[src/rtl/siso_hd8_if.sv]
// siso_hd8_if: data and status bundle for the siso_hd8 delay line.
// The slave modport is the delay line and the master modport is its driver.
// The LOOP input exists only when SISO_HD8_LOOP_EN is defined.
interface siso_hd8_if;
  logic       en_i;
  logic       d_in_i;
`ifdef SISO_HD8_LOOP_EN
  logic       loop_i;
`endif
  logic       d_out_o;
  logic [3:0] johnson_o;
  logic [7:0] pulses_o;
  logic       valid_o;

`ifdef SISO_HD8_LOOP_EN
  modport slave  (input  en_i, d_in_i, loop_i,
                  output d_out_o, johnson_o, pulses_o, valid_o);
  modport master (output en_i, d_in_i, loop_i,
                  input  d_out_o, johnson_o, pulses_o, valid_o);
`else
  modport slave  (input  en_i, d_in_i,
                  output d_out_o, johnson_o, pulses_o, valid_o);
  modport master (output en_i, d_in_i,
                  input  d_out_o, johnson_o, pulses_o, valid_o);
`endif
endinterface

[src/rtl/siso_hd8.sv]
// siso_hd8: high-density serial-in/serial-out delay line.
// Storage is split into 8 lanes of LANE_DEPTH bits. A Johnson phase counter
// selects one lane per enabled step, so the total delay is 8*LANE_DEPTH
// enabled steps.
// Optional build macro: SISO_HD8_LOOP_EN. When it is defined, the design
// adds loop_i, which recirculates each lane's shifted-out bit back into the
// same lane.
//
// phase | johnson | meaning
//   0   |  0000   | lane 0 shifts on the next enabled step
//   1   |  0001   | lane 1 shifts
//   2   |  0011   | lane 2 shifts
//   3   |  0111   | lane 3 shifts
//   4   |  1111   | lane 4 shifts
//   5   |  1110   | lane 5 shifts
//   6   |  1100   | lane 6 shifts
//   7   |  1000   | lane 7 shifts
//  --   |  other  | upset code; the next edge forces phase 0 and clears fill
module siso_hd8 #(
  parameter int LANE_DEPTH = 4
) (
  input  logic     clk_i,
  input  logic     rst_i,
  siso_hd8_if.slave bus
);

  localparam int TOTAL = 8 * LANE_DEPTH;
  localparam int FW    = $clog2(TOTAL + 1);

  localparam logic [3:0] PH0 = 4'b0000;
  localparam logic [3:0] PH1 = 4'b0001;
  localparam logic [3:0] PH2 = 4'b0011;
  localparam logic [3:0] PH3 = 4'b0111;
  localparam logic [3:0] PH4 = 4'b1111;
  localparam logic [3:0] PH5 = 4'b1110;
  localparam logic [3:0] PH6 = 4'b1100;
  localparam logic [3:0] PH7 = 4'b1000;

  logic [3:0]            johnson_q, johnson_d;
  logic [7:0]            pulses_q, pulses_d;
  logic [LANE_DEPTH-1:0] lane_q [8];
  logic                  d_out_q;
  logic [FW-1:0]         fill_q;
  logic                  valid_q;

  logic [2:0]            phase;
  logic                  legal;
  logic [LANE_DEPTH-1:0] lane_cur;
  logic [LANE_DEPTH-1:0] lane_shift;
  logic                  lane_in;

  // Decode the phase index and legality of the current Johnson code.
  always_comb begin
    phase = 3'd0;
    legal = 1'b1;
    case (johnson_q)
      PH0:     phase = 3'd0;
      PH1:     phase = 3'd1;
      PH2:     phase = 3'd2;
      PH3:     phase = 3'd3;
      PH4:     phase = 3'd4;
      PH5:     phase = 3'd5;
      PH6:     phase = 3'd6;
      PH7:     phase = 3'd7;
      default: legal = 1'b0;
    endcase
  end

  // Compute the next phase, its one-hot decode, and the shifted selected lane.
  always_comb begin
    johnson_d = {johnson_q[2:0], ~johnson_q[3]};
    pulses_d  = 8'b0000_0001 << (phase + 3'd1);
    lane_cur  = lane_q[phase];
`ifdef SISO_HD8_LOOP_EN
    lane_in   = bus.loop_i ? lane_cur[LANE_DEPTH-1] : bus.d_in_i;
`else
    lane_in   = bus.d_in_i;
`endif
    // The cast keeps the low LANE_DEPTH bits, which also works for a depth of 1.
    lane_shift = LANE_DEPTH'({lane_cur, lane_in});
  end

  // Phase counter, pulse decode, fill counter and valid flag.
  always_ff @(posedge clk_i) begin
    if (rst_i || !legal) begin
      johnson_q <= PH0;
      pulses_q  <= 8'b0000_0001;
      fill_q    <= '0;
      valid_q   <= 1'b0;
    end else if (bus.en_i) begin
      johnson_q <= johnson_d;
      pulses_q  <= pulses_d;
      if (fill_q != FW'(TOTAL)) begin
        fill_q <= fill_q + FW'(1);
      end
      // d_out first carries real data on the step after fill saturates.
      if (fill_q == FW'(TOTAL)) begin
        valid_q <= 1'b1;
      end
    end
  end

  // Lane storage and the output bit.
  // An upset Johnson code leaves both untouched.
  always_ff @(posedge clk_i) begin
    if (rst_i) begin
      for (int k = 0; k < 8; k++) begin
        lane_q[k] <= '0;
      end
      d_out_q <= 1'b0;
    end else if (legal && bus.en_i) begin
      lane_q[phase] <= lane_shift;
      d_out_q       <= lane_cur[LANE_DEPTH-1];
    end
  end

  assign bus.d_out_o   = d_out_q;
  assign bus.johnson_o = johnson_q;
  assign bus.pulses_o  = pulses_q;
  assign bus.valid_o   = valid_q;

endmodule

[src/flat_wrapper.sv]
// flat-port wrapper written by rule: the top's interface ports become plain ports
module siso_hd8_flat 
#(
  parameter int LANE_DEPTH = 4
)
  (clk_i, rst_i, bus_en_i, bus_d_in_i, bus_d_out_o, bus_johnson_o, bus_pulses_o, bus_valid_o);
  siso_hd8_if bus_i ();
  input  logic clk_i;
  input  logic rst_i;
  input wire logic [$bits(bus_i.en_i)-1:0] bus_en_i;
  input wire logic [$bits(bus_i.d_in_i)-1:0] bus_d_in_i;
  output wire logic [$bits(bus_i.d_out_o)-1:0] bus_d_out_o;
  output wire logic [$bits(bus_i.johnson_o)-1:0] bus_johnson_o;
  output wire logic [$bits(bus_i.pulses_o)-1:0] bus_pulses_o;
  output wire logic [$bits(bus_i.valid_o)-1:0] bus_valid_o;
  assign bus_i.en_i = bus_en_i;
  assign bus_i.d_in_i = bus_d_in_i;
  assign bus_d_out_o = bus_i.d_out_o;
  assign bus_johnson_o = bus_i.johnson_o;
  assign bus_pulses_o = bus_i.pulses_o;
  assign bus_valid_o = bus_i.valid_o;
  siso_hd8 #(.LANE_DEPTH(LANE_DEPTH)) u_core (.clk_i(clk_i), .rst_i(rst_i), .bus(bus_i));
endmodule
[config.mk]
export PLATFORM = sky130hd
export DESIGN_NAME = siso_hd8_flat
export DESIGN_NICKNAME = d
export VERILOG_FILES = /design/src/rtl/siso_hd8_if.sv /design/src/rtl/siso_hd8.sv /design/src/flat_wrapper.sv
export SDC_FILE = /design/constraint.sdc
export NUM_CORES = 1
export LEC_CHECK = 0
export CAP_MARGIN = 30
export CORE_UTILIZATION = 30
export DETAILED_ROUTE_END_ITERATION = 10
export GPL_TIMING_DRIVEN = 0
export MAX_ROUTING_LAYER = met4
export SYNTH_ARGS = -nofsm -noshare
export SYNTH_HDL_FRONTEND = slang
export SYNTH_SLANG_ARGS = --single-unit
[constraint.sdc]
create_clock -name clk_i -period 4.4 [get_ports clk_i]
set_input_delay 1.32 -clock clk_i [delete_from_list [all_inputs] [get_ports clk_i]]
set_output_delay 1.32 -clock clk_i [all_outputs]
set_load 0.005 [all_outputs]
==> summary.txt, run 1 <==
Run status
  – Status: finished clean

Die
  – Starting Density: 31.05%
  – Overall die width: 99.79 um
  – Boundary pin count: 18
  – Number of placement rows: 35
  – Die outline area: 9958 sq um
  – DIE HEIGHT: 99.79 um
  – Core box area: 9240 sq um

Final layout
  – Leading cell type in the layout, fill and taps excluded: sky130_fd_sc_hd__nor2_1
  – Number of antenna repair diodes: 0
  – Filler-free cell count of the finished design: 447
  – Final design utilization: 35.79%
  – Post-layout net count: 325
  – Number of filler cells placed in the layout: 941
  – Fraction of layout cells with a size suffix above 1: 12.89%
  – Commonest non-fill, non-tap cells in the layout: 41 x sky130_fd_sc_hd__nor2_1, 32 x sky130_fd_sc_hd__edfxtp_1, 31 x sky130_fd_sc_hd__nand2_1
  – Area of the multi-input gates: 1295 sq um
  – Relative area change from synthesis to final layout: 15.26%
  – Flip-flop and latch area: 1361 sq um

Synth
  – Async set-reset flop share out of synthesis: 0%
  – Top-area cell type share of the netlist area: 33.49%
  – Mapped Area: 2869 sq um
  – Yosys top cell by area: sky130_fd_sc_hd__edfxtp_1
  – Sequential element share of the synthesized area: 47.45%
  – Number of nets in the synthesized netlist: 301
  – Number of distinct standard cells referenced by the synthesized netlist: 60
  – Number of flops mapped to enable cells by yosys: 32
  – Most common flop cell mapped by yosys: sky130_fd_sc_hd__edfxtp_1
  – Main area contributors after synthesis: sky130_fd_sc_hd__edfxtp_1 33%, sky130_fd_sc_hd__dfxtp_1 14%, sky130_fd_sc_hd__nor2_1 5.4%, sky130_fd_sc_hd__nand2_1 4.1%, sky130_fd_sc_hd__a21oi_1 2.4%
  – Total number of yosys warnings: 0
  – Number of instances in the synthesized netlist: 293
  – Average instance area after synthesis: 9.792 sq um
  – Flip-flop and latch count after synthesis: 52

Clocking
  – Number of hold buffers added after cts: 0
  – CTS resizes: 0
  – Number of sinks driven by the clock tree: 52
  – Longest Clk Path Bufs: 2
  – Clock tree from TritonCTS: yes
  – Buffer cell driving the clock tree root: sky130_fd_sc_hd__clkbuf_8
  – Worst-path clk slew: 0.10 ns
  – Number of buffers inserted during clock tree synthesis: 5
  – Clock latency reported for the late side of the worst-skew pair: 0.32 ns
  – Number of setup buffers added after CTS: 0
  – H-tree depth: 2

Setup path
  – Delay of the slowest critical-path stage: 0.48 ns
  – Worst-case reg-to-reg path depth: 5
  – Data required time at the worst endpoint: 4.43 ns
  – WP data arrival: 3.05 ns
  – Combined buffer and inverter count along the critical path: 2
  – Start-to-end type of the worst setup path: primary input to flip-flop
  – Crit path max-delay cell type: sky130_fd_sc_hd__clkdlybuf4s50_1
  – Top Family by Delay on Critical Path: simple AND/OR/NAND/NOR gates
  – Logic depth of the worst setup path including buffers: 5
  – List of cells traversed by the critical path: clkdlybuf4s50_1 -> clkinv_1 -> nor4b_2 -> nand3b_1 -> nand2_1
  – Startpoint kind of the worst setup timing path: primary input
  – Critical path endpoint category: flip-flop
  – Peak fanout along the critical path: 10

Placement
  – Post-Place Cells: 439
  – Placed wire-length estimate after detailed placement: 5108 um
  – Routability Congestion: 0.8291
  – IO Port Bufs: 17

STA
  – Final TNS setup: 0 ns
  – Period Utilization, post-route: 68.74%
  – Worst slew margin: 36.81%
  – Timing-limited maximum frequency: 0.3306 GHz
  – Final setup skew: 0.01309 ns
  – Endpoints failing hold: 0
  – Count of final max-slew check failures: 0
  – Unrepaired setup endpoints after global routing: no
  – Final period demand of the worst path: 3.025 ns
  – Worst Hold Slack: 0.4696 ns
  – Slew at the pin with the worst max-slew slack: 0.9379 ns
  – Count of final setup violators: 0

Worst hold path
  – Number of cells on the worst hold path: 2
  – Type of the worst min-delay path: flip-flop to flip-flop

Pwr
  – Total power draw: 1.011 mW
  – Power per cell area: 305.8 nW/um^2
  – Worst supply voltage drop on vdd: 0.1404 mV
  – Leakage power total: 1.207 nW

GRT
  – Number of global-route vias before repair: 2,247
  – Wire length of the first global-routing pass: 11,570 um
  – Aggregate global-route resource usage: 15.45%
  – Number of antenna violations at the first check in global routing: 0
  – Maximum number of pins on one net before global-route repair: 16
  – Sum of overflow across all layers after global routing: 0

Routing
  – ANT nets after route: 0
  – Total wire length: 7045 um
  – Initial DRT Pass Iterations: 4
  – Avg Vias per Cell: 5.141
  – Number of vias in the routed layout: 2,298
  – Total DRC errors in the routed layout: 0
  – Average detailed-routed wire length per instance: 15.76 um
  – Initial DRC count: 143

Flow run
  – Maximum capacitance violations: 0
per-stage QoR:
step,cell area [sq um],setup WS (ns)
finish,3307,1.375
floorplan,2869,1.858
global placement,3201,1.074
global route,3307,1.305
detailed placement,3201,1.085
CTS,3307,1.408
worst min-delay path, stage by stage (launching register included):
cell and delay (ns):
sky130_fd_sc_hd__dfxtp_1 0.32, sky130_fd_sc_hd__nand2_1 0.06, sky130_fd_sc_hd__a21oi_1 0.05
final timing paths:
check / endpoint / from / slack [ns]
max reg2reg: u_core.lane_q[1][0]$_SDFFCE_PN0P_ / u_core.bus.johnson_o[3]$_SDFFE_PP0P_ / 2.31
max: u_core.lane_q[6][0]$_SDFFCE_PN0P_ / bus_en_i / 1.38
min: u_core.bus.pulses_o[6]$_SDFFE_PP0P_ / u_core.bus.pulses_o[6]$_SDFFE_PP0P_ / 0.47
min reg2reg: u_core.bus.pulses_o[6]$_SDFFE_PP0P_ / u_core.bus.pulses_o[6]$_SDFFE_PP0P_ / 0.47
report_power, final:
| group | leakage, nW | switching, mW | internal, mW |
|---|---|---|---|
| Combinational | 0.659 | 0.0797 | 0.0543 |
| Sequential | 0.494 | 0.0137 | 0.536 |
| Clock | 0.0532 | 0.162 | 0.166 |
metal layers:
layer / global-route usage, % / share of wire, % / vias to the layer above / wire length [um]
met5: - / 0 / - / 0
met4: 5.656 / 2.1 / 0 / 150
met3: 2.925 / 5.0 / 14 / 352
met2: 24.99 / 48 / 66 / 3400
met1: 19.25 / 45 / 1118 / 3140
li1: - / - / 1100 / -
area by class of cell:
class / instances / share of cell area, %
Clock inverter: 3 / 1.135
Buffer: 22 / 4.956
Clock buffer: 5 / 2.081
Inverter: 13 / 1.476
Timing Repair Buffer: 17 / 5.146
Sequential cell: 52 / 41.17
Multi-Input combinational cell: 206 / 39.16
Tap cell: 129 / 4.881
state kept, by name (all words and copies together) (netlist names):
signal / cells
u_core.lane_q: 32
u_core.bus.pulses_o: 8
u_core.fill_q: 6
u_core.bus.johnson_o: 4
u_core.bus.d_out_o: 1
u_core.bus.valid_o: 1
Yosys cell counts, types with 2 or more instances:
library cell and instances:
sky130_fd_sc_hd__nor2_1 41, sky130_fd_sc_hd__edfxtp_1 32, sky130_fd_sc_hd__nand2_1 31, sky130_fd_sc_hd__dfxtp_1 20
sky130_fd_sc_hd__a21oi_1 14, sky130_fd_sc_hd__inv_1 12, sky130_fd_sc_hd__o21ai_0 9, sky130_fd_sc_hd__buf_4 8
sky130_fd_sc_hd__nand3_1 7, sky130_fd_sc_hd__o21bai_1 7, sky130_fd_sc_hd__buf_6 6, sky130_fd_sc_hd__nor2b_1 6
sky130_fd_sc_hd__nor3_1 6, sky130_fd_sc_hd__a211oi_1 5, sky130_fd_sc_hd__buf_2 5, sky130_fd_sc_hd__a22oi_1 4
sky130_fd_sc_hd__ha_1 4, sky130_fd_sc_hd__mux2i_1 4, sky130_fd_sc_hd__nand2b_1 4, sky130_fd_sc_hd__nor4_1 4
sky130_fd_sc_hd__a221oi_2 3, sky130_fd_sc_hd__a22o_1 3, sky130_fd_sc_hd__a311oi_1 3, sky130_fd_sc_hd__clkbuf_1 3
sky130_fd_sc_hd__o211a_1 3, sky130_fd_sc_hd__o211ai_1 3, sky130_fd_sc_hd__o21ai_1 3, sky130_fd_sc_hd__or3b_1 3
sky130_fd_sc_hd__a211oi_2 2, sky130_fd_sc_hd__a21boi_1 2, sky130_fd_sc_hd__and2_1 2, sky130_fd_sc_hd__nand4_1 2
sky130_fd_sc_hd__o22ai_1 2, sky130_fd_sc_hd__or2_2 2, sky130_fd_sc_hd__xnor2_1 2, sky130_fd_sc_hd__xor2_1 2
kinds of logic (layout without fill, tap and decap cells):
logic type / count (synthesis) / count (layout) / share of synthesized area (%)
AOI/OAI and AO/OA: 77 / 77 / 20.80
and+or+nand+nor: 117 / 117 / 19.97
buffers and inverters: 35 / 60 / 7.413
DFF: 52 / 52 / 47.45
muxes: 4 / 4 / 1.396
xor gates and xnor gates: 4 / 4 / 1.221
adders and majority gates: 4 / 4 / 1.745
Note: power is estimated with default switching activity, not from simulation.
==> inputs of run 2 (changes only) <==
==> constraint.sdc (replaced) <==
create_clock -name clk_i -period 3 [get_ports clk_i]
set_input_delay 0.9 -clock clk_i [delete_from_list [all_inputs] [get_ports clk_i]]
set_output_delay 0.9 -clock clk_i [all_outputs]
set_load 0.005 [all_outputs]
==> results of run 2 <==
The final DEF is identical to that of run 1. Status: finished clean.
Among the figures that moved: setup slack after placement 1.085 ns -> 0.1050 ns; setup slack after layout 1.375 ns -> 0.3954 ns; register-to-register setup slack 2.31 ns -> 0.91 ns; total power 1.011 mW -> 1.483 mW; worst IR drop on VDD 0.1404 mV -> 0.2059 mV
